$ cat src/rtl/sync_sp_ram_arb_2x64.sv
// -----------------------------------------------------------------------------
// sync_sp_ram_arb_2x64
//
// Round-robin arbiter and sequencer for two requesters that share one
// single-port N x 64 byte-enabled synchronous RAM (sync_sp_ram_be_nx64).
// At most one request is granted per cycle, in the same cycle it is presented.
// The granted request is forwarded to the RAM port. Read data is tagged with
// the requester id and returned LAT = 1 + OUT_REGS cycles after the grant.
//
// Optional feature (macro SP_RAM_ARB_INIT_EN):
//   defined   - after reset an INIT phase writes zero to every word
//               0..DATA_DEPTH-1 (one word per cycle) before the first grant.
//   undefined - no init counter is built; the block is ready immediately.
//
// Ports:
//   Clk_CI          clock
//   Rst_RI          synchronous active-high reset
//   Req_SI[1:0]     request per requester
//   Gnt_SO[1:0]     grant, one-hot or zero (accept = Req & Gnt)
//   WrEn_SI[1:0]    1 = write, 0 = read, per requester
//   BEn_SI          byte enables per requester (2 x 8)
//   WrData_DI       write data per requester (2 x 64)
//   Addr_DI         word address per requester (2 x ADDR_WIDTH)
//   RdValid_SO[1:0] read data valid for the originating requester
//   RdData_DO       shared read data, qualified by RdValid_SO
//   Ready_SO        high while in RUN
//   Ram_*           RAM port (CSel, WrEn, BEn, WrData, Addr, RdData)
// -----------------------------------------------------------------------------
module sync_sp_ram_arb_2x64 #(
  parameter int unsigned ADDR_WIDTH = 10,
  parameter int unsigned DATA_DEPTH = 1024,
  parameter int unsigned OUT_REGS   = 0
) (
  input  logic                       Clk_CI,
  input  logic                       Rst_RI,
  input  logic [1:0]                 Req_SI,
  output logic [1:0]                 Gnt_SO,
  input  logic [1:0]                 WrEn_SI,
  input  logic [1:0][7:0]            BEn_SI,
  input  logic [1:0][63:0]           WrData_DI,
  input  logic [1:0][ADDR_WIDTH-1:0] Addr_DI,
  output logic [1:0]                 RdValid_SO,
  output logic [63:0]                RdData_DO,
  output logic                       Ready_SO,
  output logic                       Ram_CSel_SO,
  output logic                       Ram_WrEn_SO,
  output logic [7:0]                 Ram_BEn_SO,
  output logic [63:0]                Ram_WrData_DO,
  output logic [ADDR_WIDTH-1:0]      Ram_Addr_DO,
  input  logic [63:0]                Ram_RdData_DI
);

  localparam int unsigned LAT = 1 + OUT_REGS;

  logic                  run;          // arbiter may grant this cycle
  logic                  init_active;  // zero-fill owns the RAM port this cycle
  logic [ADDR_WIDTH-1:0] init_addr;

  // ---------------------------------------------------------------------------
  // Sequencer: INIT (zero fill) -> RUN, or straight to RUN without the feature.
  // Everything is gated with Rst_RI so outputs are quiet during reset even
  // though reset is only sampled at the clock edge.
  // ---------------------------------------------------------------------------
`ifdef SP_RAM_ARB_INIT_EN
  typedef enum logic {ST_INIT, ST_RUN} state_e;

  state_e                state_q;
  logic [ADDR_WIDTH-1:0] init_cnt_q;

  // NOTE: state is written with non-blocking assignments only, so every
  // always_ff sees the pre-edge value of every register regardless of
  // evaluation order.
  always_ff @(posedge Clk_CI) begin
    if (Rst_RI) begin
      state_q    <= ST_INIT;
      init_cnt_q <= '0;
    end else begin
      case (state_q)
        ST_INIT: begin
          if (init_cnt_q == ADDR_WIDTH'(DATA_DEPTH - 1)) begin
            state_q <= ST_RUN;
          end else begin
            init_cnt_q <= init_cnt_q + ADDR_WIDTH'(1);
          end
        end
        default: state_q <= ST_RUN;  // RUN is terminal until reset
      endcase
    end
  end

  assign init_active = (state_q == ST_INIT) && !Rst_RI;
  assign run         = (state_q == ST_RUN)  && !Rst_RI;
  assign init_addr   = init_cnt_q;
`else
  assign init_active = 1'b0;
  assign run         = !Rst_RI;
  assign init_addr   = '0;
`endif

  assign Ready_SO = run;

  // ---------------------------------------------------------------------------
  // Round-robin grant. last_gnt_q holds the index granted most recently; on a
  // conflict the other requester wins. Reset value 1 lets requester 0 win the
  // first conflict.
  // ---------------------------------------------------------------------------
  logic       last_gnt_q, last_gnt_d;
  logic [1:0] req_run;
  logic       gnt_id;
  logic       any_gnt;

  // NOTE: every signal assigned in an always_comb gets a default at the top,
  // so no path through the block can leave it unassigned and infer a latch.
  always_comb begin
    req_run = Req_SI & {2{run}};
    Gnt_SO  = 2'b00;
    case (req_run)
      2'b01:   Gnt_SO = 2'b01;
      2'b10:   Gnt_SO = 2'b10;
      2'b11:   Gnt_SO = last_gnt_q ? 2'b01 : 2'b10;
      default: Gnt_SO = 2'b00;
    endcase
  end

  assign gnt_id     = Gnt_SO[1];
  assign any_gnt    = |Gnt_SO;
  assign last_gnt_d = any_gnt ? gnt_id : last_gnt_q;

  // ---------------------------------------------------------------------------
  // RAM port mux: zero-fill during INIT, otherwise the granted requester.
  // WrData/Addr follow requester gnt_id even without a grant (don't-care then),
  // which keeps the mux free of an extra select term.
  // ---------------------------------------------------------------------------
  always_comb begin
    Ram_CSel_SO   = 1'b0;
    Ram_WrEn_SO   = 1'b0;
    Ram_BEn_SO    = 8'h00;
    Ram_WrData_DO = WrData_DI[gnt_id];
    Ram_Addr_DO   = Addr_DI[gnt_id];
    if (init_active) begin
      Ram_CSel_SO   = 1'b1;
      Ram_WrEn_SO   = 1'b1;
      Ram_BEn_SO    = 8'hFF;
      Ram_WrData_DO = '0;
      Ram_Addr_DO   = init_addr;
    end else if (any_gnt) begin
      Ram_CSel_SO = 1'b1;
      Ram_WrEn_SO = WrEn_SI[gnt_id];
      Ram_BEn_SO  = BEn_SI[gnt_id];
    end
  end

  // ---------------------------------------------------------------------------
  // Response pipeline: LAT stages of {valid, id}, matching the RAM read
  // latency, so the tag leaves the last stage together with its data.
  // Reset clears the valids, dropping any read still in flight.
  // ---------------------------------------------------------------------------
  logic [LAT-1:0] rsp_vld_q;
  logic [LAT-1:0] rsp_id_q;
  logic           rsp_vld_d;
  logic           rsp_id_d;

  assign rsp_vld_d = any_gnt && !WrEn_SI[gnt_id];
  assign rsp_id_d  = gnt_id;

  always_ff @(posedge Clk_CI) begin
    if (Rst_RI) begin
      rsp_vld_q  <= '0;
      rsp_id_q   <= '0;
      last_gnt_q <= 1'b1;
    end else begin
      rsp_vld_q[0] <= rsp_vld_d;
      rsp_id_q[0]  <= rsp_id_d;
      for (int i = 1; i < int'(LAT); i++) begin
        rsp_vld_q[i] <= rsp_vld_q[i-1];
        rsp_id_q[i]  <= rsp_id_q[i-1];
      end
      last_gnt_q <= last_gnt_d;
    end
  end

  assign RdValid_SO = {2{rsp_vld_q[LAT-1] && !Rst_RI}}
                    & {rsp_id_q[LAT-1], !rsp_id_q[LAT-1]};
  assign RdData_DO  = Ram_RdData_DI;

  // ---------------------------------------------------------------------------
  // Simulation checks
  // ---------------------------------------------------------------------------
`ifndef SYNTHESIS
  a_gnt_onehot : assert property (@(posedge Clk_CI) disable iff (Rst_RI)
    Gnt_SO != 2'b11);
  a_gnt_has_req : assert property (@(posedge Clk_CI) disable iff (Rst_RI)
    (Gnt_SO & ~Req_SI) == 2'b00);
  a_addr_range : assert property (@(posedge Clk_CI) disable iff (Rst_RI)
    any_gnt |-> (32'(Addr_DI[gnt_id]) < DATA_DEPTH));
`endif

endmodule

$ cat config.mk
export PLATFORM = sky130hd
export DESIGN_NAME = sync_sp_ram_arb_2x64
export DESIGN_NICKNAME = d
export VERILOG_FILES = /design/src/rtl/sync_sp_ram_arb_2x64.sv
export SDC_FILE = /design/constraint.sdc
export NUM_CORES = 1
export LEC_CHECK = 0
export BUFFER_PORTS_ARGS = -buffer_cell sky130_fd_sc_hd__buf_4
export CORE_AREA = 3 3 149 151
export DETAILED_ROUTE_END_ITERATION = 10
export DIE_AREA = 0 0 152 154
export PLACE_DENSITY = 0.38
export RECOVER_POWER = 50
export SETUP_SLACK_MARGIN = 0.15
export SYNTH_ARGS = -nofsm -noshare
export SYNTH_HDL_FRONTEND = slang
export SYNTH_SLANG_ARGS = --single-unit
$ cat constraint.sdc
create_clock -name Clk_CI -period 1.3 [get_ports Clk_CI]
set_input_delay 0.13 -clock Clk_CI [delete_from_list [all_inputs] [get_ports Clk_CI]]
set_output_delay 0.13 -clock Clk_CI [all_outputs]
set_load 0.1 [all_outputs]
# Word level (Yosys, flattened, before mapping)
# Cells that the tools add are included.
[totals] regBits=3 output_inout_bits=153
[op_classes] order_cmp=1 eq_ne=3 muxes=13 bitwise_logic=2 n_reduce_logical=6
[op_table] operator="64-bit 2-to-1 mux" n=2
[op_table] operator="8-bit 2-to-1 mux" n=3
[op_table] operator="10-bit 2-to-1 mux" n=2
[op_table] operator="2-bit case mux with 3 select lines" n=1
[op_table] operator="2-bit bitwise AND" n=2
[op_table] operator="2-bit == test (second input constant)" n=2
[op_table] operator="1-bit 2-to-1 mux" n=4
[op_table] operator="1-bit logical NOT" n=3
[op_table] operator="2-bit by 1-bit == test with 1-bit output (second input constant)" n=1
[op_table] operator="1-bit logical AND" n=2
[op_table] operator="1-bit by 2-bit less-than comparator with 1-bit output (second input constant)" n=1
[op_table] operator="2-bit 2-to-1 mux" n=1
[op_table] operator="2-bit OR reduction" n=1

# Longest topological paths before layout
[logic_depth] ltp_word=8 depth_mapped=5

# Least setup slack after synthesis
# OpenSTA, ideal clock, no wires.
[synth_path] path_type="register -> output" startpoint="register rsp_vld_q" endpoint="output port RdValid_SO[0]" arrival_time_ns=2.488 required_ns=1.170 setup_slack_ns=-1.318 stages_incl_launch_ff=2 path_buffers=0 cell_sequence="dfxtp_1 -> nor3b_1"
[synth_via] elab_chain_len=2
[synth_rtl] element="start, declared" line_no="158" rtl="logic [LAT-1:0] rsp_vld_q;"
[synth_rtl] element="start signal, assigned by index" line_no="175" rtl="rsp_vld_q[i] <= rsp_vld_q[i-1];"
[synth_rtl] element="1-bit logical AND" line_no="182" rtl="assign RdValid_SO = {2{rsp_vld_q[LAT-1] && !Rst_RI}}"
[synth_rtl] element="2-bit bitwise AND" line_no="183" rtl="& {rsp_id_q[LAT-1], !rsp_id_q[LAT-1]};"
[synth_rtl] element="end, declared" line_no="42" rtl="output logic [1:0] RdValid_SO,"
# No other way between the ends.

# Worst setup path in the final report
[layout_path] startpoint="register last_gnt_q" endpoint="output port Ram_WrData_DO[61]"
[layout_via] elab_chain_len=4
[layout_rtl] element="start, declared" line_no="107" rtl="logic last_gnt_q, last_gnt_d;"
[layout_rtl] element="start signal, assigned" line_no="178" rtl="last_gnt_q <= last_gnt_d;"
[layout_rtl] element="2-bit 2-to-1 mux" line_no="120" rtl="2'b11: Gnt_SO = last_gnt_q ? 2'b01 : 2'b10;"
[layout_rtl] element="2-bit case mux with 3 select lines" line_no="117" rtl="case (req_run)"
[layout_rtl] element="64-bit 2-to-1 mux (implied by the code) (2 in a row)" line_no="138" rtl="Ram_WrData_DO = WrData_DI[gnt_id];"
[layout_rtl] element="end, declared" line_no="48" rtl="output logic [63:0] Ram_WrData_DO,"
# No other way between the ends. The select of a mux whose other input is x is not followed.

==> impl_table.tex <==
\begin{tabular}{lr}
\hline
Metric & Value \\
\hline
\multicolumn{2}{l}{\textbf{Clock tree}} \\
\quad Root Buffer & sky130\_fd\_sc\_hd\_\_clkbuf\_16 \\
\quad Worst-Skew Late Latency & around 0.22 ns \\
\quad H-tree levels & 1 \\
\quad Clock Path Buffers & 2 \\
\quad Worst-path clk slew & roughly 0.030 ns \\
\quad CTS buffer count & 3 \\
\quad Hold buffer count at CTS & 0 \\
\quad TritonCTS clock tree & built \\
\quad Sinks on the clock net & 3 \\
\multicolumn{2}{l}{\textbf{Placement}} \\
\quad Pre-CTS WS & -0.3981 ns \\
\quad Routability-driven placement congestion ratio & a little over 0.9 \\
\quad Placement-stage cell area & about 3800 µm² \\
\quad Count of buffers inserted at the top-level ports & about 260 \\
\quad Dpl hpwl & 9.490 mm \\
\multicolumn{2}{l}{\textbf{Yosys}} \\
\quad YS warnings & 0 \\
\quad Mapped Nets & approximately 420 \\
\quad Synth area leader & sky130\_fd\_sc\_hd\_\_mux2\_4 \\
\quad Number of different library cells in the post-synthesis netlist & 19 \\
\quad Post-synth top area share & 0.3968 \\
\quad Largest cells by area after synthesis & sky130\_fd\_sc\_hd\_\_mux2\_4, sky130\_fd\_sc\_hd\_\_buf\_4, sky130\_fd\_sc\_hd\_\_mux2\_2, sky130\_fd\_sc\_hd\_\_a32oi\_1, sky130\_fd\_sc\_hd\_\_buf\_6 \\
\quad Combined area of all synthesized cells & approximately 1900 µm² \\
\quad Flop and latch count out of synthesis & 3 \\
\quad Register area share after synthesis & 0.03239 \\
\quad Average cell area after synthesis & around 9.9 µm² \\
\quad Synthesized instance count & roughly 190 \\
\multicolumn{2}{l}{\textbf{Floorplanning}} \\
\quad Core region area & 20960 µm² \\
\quad Boundary Pins & just under 400 \\
\quad Row count & between 50 and 60 \\
\quad Die extent in y & 154 µm \\
\quad Die extent in x & 152 µm \\
\quad Initial standard-cell utilization of the core & 0.08849 \\
\quad Die Outline Area & $\sim$23000 µm² \\
\multicolumn{2}{l}{\textbf{Hold path}} \\
\quad Hold Crit Class & primary input to flip-flop \\
\multicolumn{2}{l}{\textbf{GRT}} \\
\quad Total congestion overflow after global routing & 0 \\
\quad Initial antenna violation count & 0 \\
\quad First-pass GRT wire length & 16.82 mm \\
\quad Overall Global Routing Usage & 0.09276 \\
\quad Vias in the first global route & 2586 \\
\quad Largest net degree at the start of global routing & 19 \\
\multicolumn{2}{l}{\textbf{Status}} \\
\quad Result of the run & finished, violations left \\
\quad Violations in the final reports & negative setup slack \\
\multicolumn{2}{l}{\textbf{Detailed routing}} \\
\quad Final routed wirelength across all metal layers & $\sim$12 mm \\
\quad Initial DRC Count & 52 \\
\quad Avg WL per Cell & 17.34 µm \\
\quad DRC errors left & 0 \\
\quad Via-per-instance ratio & around 3.4 \\
\quad First-pass detailed-route iteration total & 4 \\
\quad Vias after detailed routing & about 2300 \\
\quad Remaining antenna violation count after routing & 0 \\
\multicolumn{2}{l}{\textbf{Critical path}} \\
\quad Crit path arrival time & about 1.7 ns \\
\quad Maximum cell stage delay along the critical path & 0.32 ns \\
\quad Kind of cell adding the most delay to the critical path & buffers and inverters \\
\quad Slowest-stage cell, CP & sky130\_fd\_sc\_hd\_\_mux2\_4 \\
\quad Cell with the most instances on the worst path & sky130\_fd\_sc\_hd\_\_buf\_12 \\
\quad Startpoint class of the critical path & flip-flop \\
\quad Total buffers and inverters traversed by the critical path & 4 \\
\quad Largest fanout on the critical path & 6 \\
\quad Cells along the critical path & a21boi\_2 > and2\_4 > buf\_12 > buf\_8 > buf\_16 > mux2\_4 > buf\_12 \\
\quad Worst EP required & approximately 1.2 ns \\
\quad Worst Setup Path Type & flip-flop to output pin \\
\quad Critical Path End Type & output pin \\
\multicolumn{2}{l}{\textbf{STA}} \\
\quad Final setup violating endpoints & slightly below 90 \\
\quad Peak Freq & 544.6 MHz \\
\quad Least-Margin Pin Slew & $\sim$0.27 ns \\
\quad RSZ-0062 raised after global routing & yes \\
\quad Max-slew violation count & 0 \\
\quad Worst-case clock skew & approximately 0.00043 ns \\
\quad Final period util & 1.412 \\
\quad Final critical path time including I/O delays and setup & 1.836 ns \\
\quad Final WS setup & -0.5362 ns \\
\quad Worst slew margin relative to its limit & 0.8167 \\
\quad Final count of hold timing violations & 0 \\
\multicolumn{2}{l}{\textbf{Final layout}} \\
\quad P\&R area growth vs syn & 176.5\% \\
\quad Number of filler cells placed in the layout & 2222 \\
\quad Final layout net count & roughly 640 \\
\quad Fraction of layout instances using a drive strength above 1 & 0.9876 \\
\quad Ant. Diodes & 0 \\
\quad Post-layout instance area & 5127 µm² \\
\multicolumn{2}{l}{\textbf{Job}} \\
\quad Max-cap viol count & 0 \\
\multicolumn{2}{l}{\textbf{Power and ir drop}} \\
\quad Peak VDD IR & 0.4204 mV \\
\quad Design Power & $\sim$4 mW \\
\quad Power density cells & around 780 nW/µm² \\
\quad Leakage component of the power & about 2.4 nW \\
\hline
\end{tabular}
-- path summary, 6_finish.rpt --
check / startpoint / to / slack, ns / depth (start not counted)
worst max register to register: last_gnt_q / rsp_vld_q / -0.03 / 9
worst max-delay path: last_gnt_q / Ram_WrData_DO[61] / -0.54 / 7
worst min-delay path: WrEn_SI[0] / rsp_vld_q / 0.13 / 2
worst min register to register: last_gnt_q / last_gnt_q / 0.65 / 4
-- worst register-to-register path, delay by kind of cell, from the launching register on --
kind	cells	cell delay [ns]
buffers and inverters	6	0.71
DFF	1	0.32
AOI/OAI and AO/OA	2	0.11
and+or+nand+nor	1	0.05
-- power breakdown --
part           leakage (nW)  switching (mW)  internal (mW)
clock                0.0382          0.0809          0.404
combinational          2.30            2.07           1.36
sequential           0.0254         0.00419          0.101
-- cell type report --
cell class | count | area (µm²) | share of cell area
repair buffers | 289 | 3084 | 0.6015
multi-input cells | 107 | 1550 | 0.3023
well taps | 275 | 344.1 | 0.06711
clock buffers | 4 | 78.83 | 0.01537
flip-flops and latches | 3 | 63.81 | 0.01245
inverters | 1 | 6.256 | 0.001220
-- Yosys cell counts --
master and number:
sky130_fd_sc_hd__dfxtp_1 3, sky130_fd_sc_hd__and3_1 1, sky130_fd_sc_hd__buf_6 6, sky130_fd_sc_hd__o31ai_1 1, sky130_fd_sc_hd__buf_2 2, sky130_fd_sc_hd__and2_1 1
sky130_fd_sc_hd__clkbuf_1 4, sky130_fd_sc_hd__nand3_1 1, sky130_fd_sc_hd__buf_4 64, sky130_fd_sc_hd__nor3b_1 1, sky130_fd_sc_hd__a32oi_1 9, sky130_fd_sc_hd__a21boi_2 1
sky130_fd_sc_hd__and2_4 1, sky130_fd_sc_hd__inv_2 1, sky130_fd_sc_hd__nor2_1 13, sky130_fd_sc_hd__nand2b_1 2, sky130_fd_sc_hd__nand2_1 2, sky130_fd_sc_hd__mux2_2 25
sky130_fd_sc_hd__mux2_4 49
-- state kept, by name, summed over array words and instances, names as in the netlist --
name,count
last_gnt_q,1
rsp_id_q,1
rsp_vld_q,1
-- cells in the final DEF (no fill, tap or decap), drive strengths merged, types with 2 or more instances in the layout --
cell	Yosys	routed
and2	2	2
buf	72	289
nor2	13	13
nand2	2	2
a32oi	9	9
clkbuf	4	4
dfxtp	3	3
mux2	74	74
nand2b	2	2
-- repair_timing --
| action | in CTS | in global routing |
|---|---|---|
| resized for setup | 220 | 6 |
| setup endpoints to repair | 88 | 88 |
| setup buffers | 10 | 1 |
| pin swaps | 9 | 5 |
| gates cloned | 5 | 0 |
-- cell families after synthesis --
family | after synthesis | share of synthesized area
muxes | 74 | 0.5486
DFF | 3 | 0.03239
and+or+nand+nor | 22 | 0.05534
AOI/OAI and AO/OA | 11 | 0.05264
buffers and inverters | 77 | 0.3111
-- per-stage QoR --
stage / util / setup TNS [ns] / hold WS, ns / cells
after floorplan: - / -16.44 / 0.2332 / 187
after detailed placement: 0.1826 / -24.92 / 0.2607 / 659
after CTS: 0.2431 / -43.68 / 0.1300 / 678
final: 0.2447 / -41.36 / 0.1287 / 679
after global placement: 0.1826 / -21.97 / 0.2607 / 659
after global routing: 0.2447 / -47.01 / 0.1332 / 679
-- per-layer routing --
layer  vias to the layer above  wire length (µm)  GRT usage
met3                         6              1610    0.05094
met5                         -                 0          0
met1                      1031              4258     0.1029
li1                       1029                 -          -
met2                       251              5849     0.1634
met4                         0                59   0.006849
Power figures use the tool's default switching activity.
